File: config.mk
export PLATFORM = sky130hd
export DESIGN_NAME = lz_window_ctrl
export DESIGN_NICKNAME = d
export VERILOG_FILES = /design/src/rtl/lz_pkg.sv /design/src/rtl/lz_window_ram.sv /design/src/rtl/lz_window_ctrl.sv
export SDC_FILE = /design/constraint.sdc
export NUM_CORES = 2
export LEC_CHECK = 0
export ABC_AREA = 1
export BUFFER_PORTS_ARGS = -buffer_cell sky130_fd_sc_hd__buf_2
export CAP_MARGIN = 25
export CORE_MARGIN = 2
export CORE_UTILIZATION = 55
export DETAILED_ROUTE_END_ITERATION = 12
export MAX_ROUTING_LAYER = met4
export PLACE_DENSITY = 0.71
export SYNTH_ARGS = -nofsm -noshare
export SYNTH_HDL_FRONTEND = slang
export SYNTH_HIERARCHICAL = 1
export SYNTH_SLANG_ARGS = --single-unit
File: constraint.sdc
create_clock -name clk -period 18.29 [get_ports clk]
set_input_delay 4.5725 -clock clk [delete_from_list [all_inputs] [get_ports clk]]
set_output_delay 4.5725 -clock clk [all_outputs]
set_load 0.02 [all_outputs]
File: src/rtl/lz_pkg.sv
// lz_pkg: shared LZ window constants and controller state encoding.
package lz_pkg;
   localparam int LZ_WIN_AW = 9;
   localparam int LZ_WIN_DW = 4;
   localparam int LZ_CNT_W  = 16;
   typedef logic [1:0] lz_state_t;
   localparam lz_state_t ST_IDLE  = 2'd0;
   localparam lz_state_t ST_CLEAR = 2'd1;
   localparam lz_state_t ST_RUN   = 2'd2;
   localparam lz_state_t ST_DONE  = 2'd3;
endpackage

File: src/rtl/lz_window_ram.sv
// lz_window_ram: plain 1R1W synchronous-read array; collisions return undefined data.
module lz_window_ram #(
   parameter int AW = 9,
   parameter int DW = 4
) (
   input  logic          clk,
   input  logic          i_we,
   input  logic [AW-1:0] i_waddr,
   input  logic [DW-1:0] i_wdata,
   input  logic [AW-1:0] i_raddr,
   output logic [DW-1:0] o_rdata
);
   logic [DW-1:0] r_mem [2**AW];
   logic [DW-1:0] r_q;
   always_ff @(posedge clk) begin
      if (i_we) r_mem[i_waddr] <= i_wdata;
      r_q <= r_mem[i_raddr];
   end
   assign o_rdata = r_q;
endmodule

File: src/rtl/lz_window_ctrl.sv
// lz_window_ctrl: LZ history window owner - clear sweep, extractor gating, forwarding, pointer check.
// Host read port enabled by defining LZ_WINDOW_HOST_PORT_EN.
module lz_window_ctrl
   import lz_pkg::*;
#(
   parameter int AW = LZ_WIN_AW,
   parameter int DW = LZ_WIN_DW
) (
   input  logic                clk,
   input  logic                rst_n,
   input  logic                start,
   input  logic                stop,
   output logic                ext_en,
   output logic                busy,
   output logic                done,
   output logic                err,
   output logic [LZ_CNT_W-1:0] wr_cnt,
   input  logic                ex_wr_vld,
   input  logic [AW-1:0]       ex_wr_addr,
   input  logic [DW-1:0]       ex_wr_data,
   input  logic [AW-1:0]       ex_rd_addr,
   output logic [DW-1:0]       ex_rd_data,
   input  logic                host_req,
   input  logic [AW-1:0]       host_addr,
   output logic                host_gnt,
   output logic [DW-1:0]       host_rdata,
   output logic                host_rvld
);
   lz_state_t           r_state, w_nxt;
   logic [AW-1:0]       r_clr_cnt, r_exp_ptr;
   logic                r_busy, r_done, r_err, r_fwd, r_rd_ok, r_host_rvld;
   logic [LZ_CNT_W-1:0] r_wr_cnt;
   logic [DW-1:0]       r_fwd_data, w_ram_q, w_rd;
   logic                w_idle_done, w_start_ok, w_clr, w_run, w_wr_run, w_we, w_host_gnt;
   logic [AW-1:0]       w_waddr, w_raddr;
   logic [DW-1:0]       w_wdata;

   assign w_idle_done = (r_state == ST_IDLE) | (r_state == ST_DONE);
   assign w_start_ok  = start & w_idle_done;
   assign w_clr       = r_state == ST_CLEAR;
   assign w_run       = r_state == ST_RUN;
   assign w_wr_run    = w_run & ex_wr_vld;
   assign w_we        = w_clr | w_wr_run;
   assign w_waddr     = w_clr ? r_clr_cnt : ex_wr_addr;
   assign w_wdata     = w_clr ? '0 : ex_wr_data;

   always_comb begin
      w_nxt = w_start_ok                 ? ST_CLEAR :
              (w_clr && &r_clr_cnt)      ? ST_RUN   :
              (w_run && stop)            ? ST_DONE  : r_state;
   end

`ifdef LZ_WINDOW_HOST_PORT_EN
   assign w_raddr    = w_run ? ex_rd_addr : host_addr;
   assign w_host_gnt = host_req & w_idle_done & ~start;
   assign host_rdata = r_host_rvld ? w_rd : '0;
`else
   logic w_unused_host;
   assign w_unused_host = &{1'b0, host_req, host_addr};
   assign w_raddr       = ex_rd_addr;
   assign w_host_gnt    = 1'b0;
   assign host_rdata    = '0;
`endif

   lz_window_ram #(.AW(AW), .DW(DW)) u_ram (
      .clk     (clk),
      .i_we    (w_we),
      .i_waddr (w_waddr),
      .i_wdata (w_wdata),
      .i_raddr (w_raddr),
      .o_rdata (w_ram_q)
   );

   // Same-cycle write/read to one address returns the new symbol, not the stale RAM word.
   assign w_rd = r_fwd ? r_fwd_data : w_ram_q;

   always_ff @(posedge clk or negedge rst_n) begin
      if (!rst_n) begin
         r_state     <= ST_IDLE;
         r_busy      <= 1'b0;
         r_done      <= 1'b0;
         r_err       <= 1'b0;
         r_clr_cnt   <= '0;
         r_exp_ptr   <= '0;
         r_wr_cnt    <= '0;
         r_fwd       <= 1'b0;
         r_fwd_data  <= '0;
         r_rd_ok     <= 1'b0;
         r_host_rvld <= 1'b0;
      end else begin
         r_state     <= w_nxt;
         r_busy      <= (w_nxt == ST_CLEAR) | (w_nxt == ST_RUN);
         r_done      <= w_run & stop;
         r_clr_cnt   <= w_clr ? r_clr_cnt + 1'b1 : '0;
         r_exp_ptr   <= w_clr ? '0 : w_wr_run ? r_exp_ptr + 1'b1 : r_exp_ptr;
         r_err       <= w_start_ok ? 1'b0 : (w_wr_run && ex_wr_addr != r_exp_ptr) ? 1'b1 : r_err;
         r_wr_cnt    <= w_start_ok ? '0 : (w_wr_run && ~&r_wr_cnt) ? r_wr_cnt + 1'b1 : r_wr_cnt;
         r_fwd       <= w_we & (w_waddr == w_raddr);
         r_fwd_data  <= w_wdata;
         r_rd_ok     <= 1'b1;
         r_host_rvld <= w_host_gnt;
      end
   end

   assign ext_en     = w_run;
   assign busy       = r_busy;
   assign done       = r_done;
   assign err        = r_err;
   assign wr_cnt     = r_wr_cnt;
   assign ex_rd_data = r_rd_ok ? w_rd : '0;
   assign host_gnt   = w_host_gnt;
   assign host_rvld  = r_host_rvld;
endmodule

==> results.toml <==
[pwr]
power_switching_w = 0.003189
pwr_density_cell_nw_per_um2 = 122.0
pwr-share-seq_pct = 49.5
p_leak_nw = 33.72
switching_share_pct = 27.49
clkPwrFrac_pct = 36.1
combPwrFrac_pct = 14.4
power_w = 0.01160
intPower_w = 0.008409
ir_drop_mv = 0.1445

[route]
ant_nets = 0
first_pass_iters = 6
drc = 0
drtIter0Drc = 6737
vias_per_cell = 5.990
num_vias = 58200
routedWlPerCell_um = 22.41
finalWirelength_um = 217800

[critical_path]
reg2reg_from = "r_state[1]$_DFF_PN0_"
cp_common_cell = "nand3_1"
crit_fanout = 93
rr_worst_depth = 10
critPathCaptureType = "register"
start_kind = "primary input"
rrSetupSlack_ns = 13.76
crit_slowest_cell = "buf_4"
path_class = "primary input to register"
reg2reg_to = "u_ram/r_mem[84][0]$_DFFE_PP_"
worstPathCellList = "buf_8 > buf_4 > buf_4 > buf_4 > buf_4 > nand3_1 > nand3_1 > nand3_1 > nand3_1 > nand3_1 > nand3_1 > nand3_1 > nand3_1 > nand2_1"
crit_arrival_ns = 9.61
slowest_delay_ns = 0.87
cp.required_ns = 19.00

[timing]
finClkSkew_ns = 0.02336
worstMarginPinSlew_ns = 1.214
finalMaxSlewViolations = 0
timing_hold_violations_final = 0
setup_viol = 0
period_needed_ns = 8.898
slew_headroom_pct = 18.99
rsz0062_at_grt = "false"
fin_crit_sh_pct = 48.65
fmax_ghz = 0.1124
fin_setup_tns_ns = 0

[min_path]
holdPathEnd = "wr_cnt[1]$_DFFE_PN0P_"
hp-class = "register to register"
min_from = "wr_cnt[1]$_DFFE_PN0P_"
worstHoldPathCells = 2

[job]
maxCapViolCount = 0

[floorplan]
die_w_um = 402.0
floorplan.rows = 146
die-area_um2 = 161600
io_pins = 67
start_util_pct = 55.21
die_h_um = 402.0
core_um2 = 157800

[global_routing]
grt_pass1_vias = 56540
grtUsageTotal_pct = 27.45
grt_max_degree = 255
antenna_found_initial = 5
grt_overflow = 0
grt_pass1_wl_um = 328400

[final_layout]
drive_above_1_share_pct = 5.891
fin_nets = 7512
syn_to_final_growth_pct = 9.069
postLayoutCoreUtil_pct = 60.22

[clock_tree]
h-tree-depth = 4
cts_root_buffer = "clkbuf_16"
cts_buffers = 199
hold_buffers = 0
post_cts_buffers = 0
clk_latency_ns = 0.84
path_clk_slew_ns = 0.06
tritoncts = "done"
cts.repair.resized = 0
cts.sinks = 2097
cts_buffer_depth = 3

[synthesis]
async_flop_share_pct = 2.146
ys_ff_latch = 2097
synth_area_leaders = "edfxtp_1, nand3_1, nand2_1"
synth_top_area_share_pct = 70.57
synth_area_per_cell_um2 = 11.36
synthTopCellsByCount = "nand2_1, nand3_1, edfxtp_1"
synth_area_um2 = 87140
synth_seq_area_share_pct = 71.96
synth_largest_area_cell = "edfxtp_1"
synthMostInstantiatedCell = "nand2_1"
synth-edff-count = 2048
ys.warnings.count = 6
synth_ff_type = "edfxtp_1"
syn_inst = 7674
synth.distinct_cells = 34

[placement]
gp_congestion = 0.8538
io_buffer_count = 50
dp_hpwl_um = 112200

[run_status]
status = "finished, final reports clean"
-- power by group through the flow --
stage / clock network (W) / logic, W / registers (W)
after floorplan: 0 / 0.000792 / 0.00597
after global placement: 0 / 0.00161 / 0.00583
after detailed placement: 0 / 0.00165 / 0.00584
after CTS: 0.00424 / 0.00165 / 0.00573
after global routing: 0.00441 / 0.00175 / 0.00574
final: 0.00419 / 0.00167 / 0.00574
-- final cells by class --
class                   instances  area [um2]
flip-flops and latches       2097       62710
diodes                          5       12.51
fillers                     12360       62790
clock buffers                 269        5450
multi-input cells            4950       21600
well taps                    2072        2592
repair buffers                129        1112
inverters                      92       384.1
clock inverters               102        1186
-- sequential cells by signal, summed over array words and instances, names as in the netlist --
| signal | flops |
|---|---|
| u_ram/o_rdata | 4 |
| wr_cnt | 16 |
| r_fwd | 1 |
| done | 1 |
| r_exp_ptr | 9 |
| r_rd_ok | 1 |
| r_fwd_data | 4 |
| u_ram/r_mem | 2048 |
| busy | 1 |
| r_clr_cnt | 9 |
| r_state | 2 |
| err | 1 |
-- per-layer routing --
| metal | vias to the layer above | part of all wire [%] | global-route usage [%] |
|---|---|---|---|
| met5 | - | 0 | - |
| li1 | 26550 | - | - |
| met2 | 2968 | 48 | 43.76 |
| met4 | 0 | 3.3 | 9.959 |
| met1 | 28230 | 39 | 35.76 |
| met3 | 458 | 9.8 | 4.698 |
-- cells by family after synthesis --
family                   after synthesis  synth area share [%]
adder cells (fa/ha/maj)                6               0.08615
AO/OA/AOI/OAI                         36                0.2197
buffers and inverters                632                 3.439
AND/OR/NAND/NOR                     4883                 24.11
XOR/XNOR                              18                0.1809
flip-flops                          2097                 71.96
other                                  2              0.008618
-- per-stage QoR --
stage	hold WS [ns]	setup slack (ns)	instance area [um2]	instances
floorplan	0.5083	4.891	87170	7679
detailed placement	0.5308	8.723	88290	9335
CTS	0.5464	9.587	94920	9706
global placement	0.5118	8.788	88180	9329
global route	0.5760	9.208	95040	9715
finish	0.5368	9.392	95040	9716
-- cells in the final DEF, fill, tap and decap left out, types with 12 or more instances in the layout --
master,count
o21ai_0,19
xor2_1,12
nand2_4,15
nand4_1,13
bufinv_16,26
clkbuf_1,56
a21oi_1,12
buf_2,45
edfxtp_1,2048
buf_4,64
nand3_1,2060
nor3_1,18
clkinv_2,31
clkbuf_16,205
dfrtp_1,45
nand2_1,2203
nor2_1,558
clkinv_1,33
inv_1,84
-- how the worst max path moves through the flow --
stage                        startpoint                          end  slack [ns]  cells after the start
after floorplan           ex_wr_data[0]  u_ram/r_mem[0][0]$_DFFE_PP_        4.89                      2
after global placement    ex_rd_addr[1]     u_ram/o_rdata[3]$_DFF_P_        8.79                     14
after detailed placement  ex_rd_addr[1]     u_ram/o_rdata[1]$_DFF_P_        8.72                     14
after CTS                 ex_rd_addr[1]     u_ram/o_rdata[3]$_DFF_P_        9.59                     14
after global routing      ex_rd_addr[1]     u_ram/o_rdata[1]$_DFF_P_        9.21                     14
final                     ex_rd_addr[1]     u_ram/o_rdata[3]$_DFF_P_        9.39                     14
-- critical path, delay by kind of cell --
family	cells	cell delay (ns)
simple gates	9	1.29
buf+inv	5	3.55
Note: power is estimated with default switching activity, not from simulation.
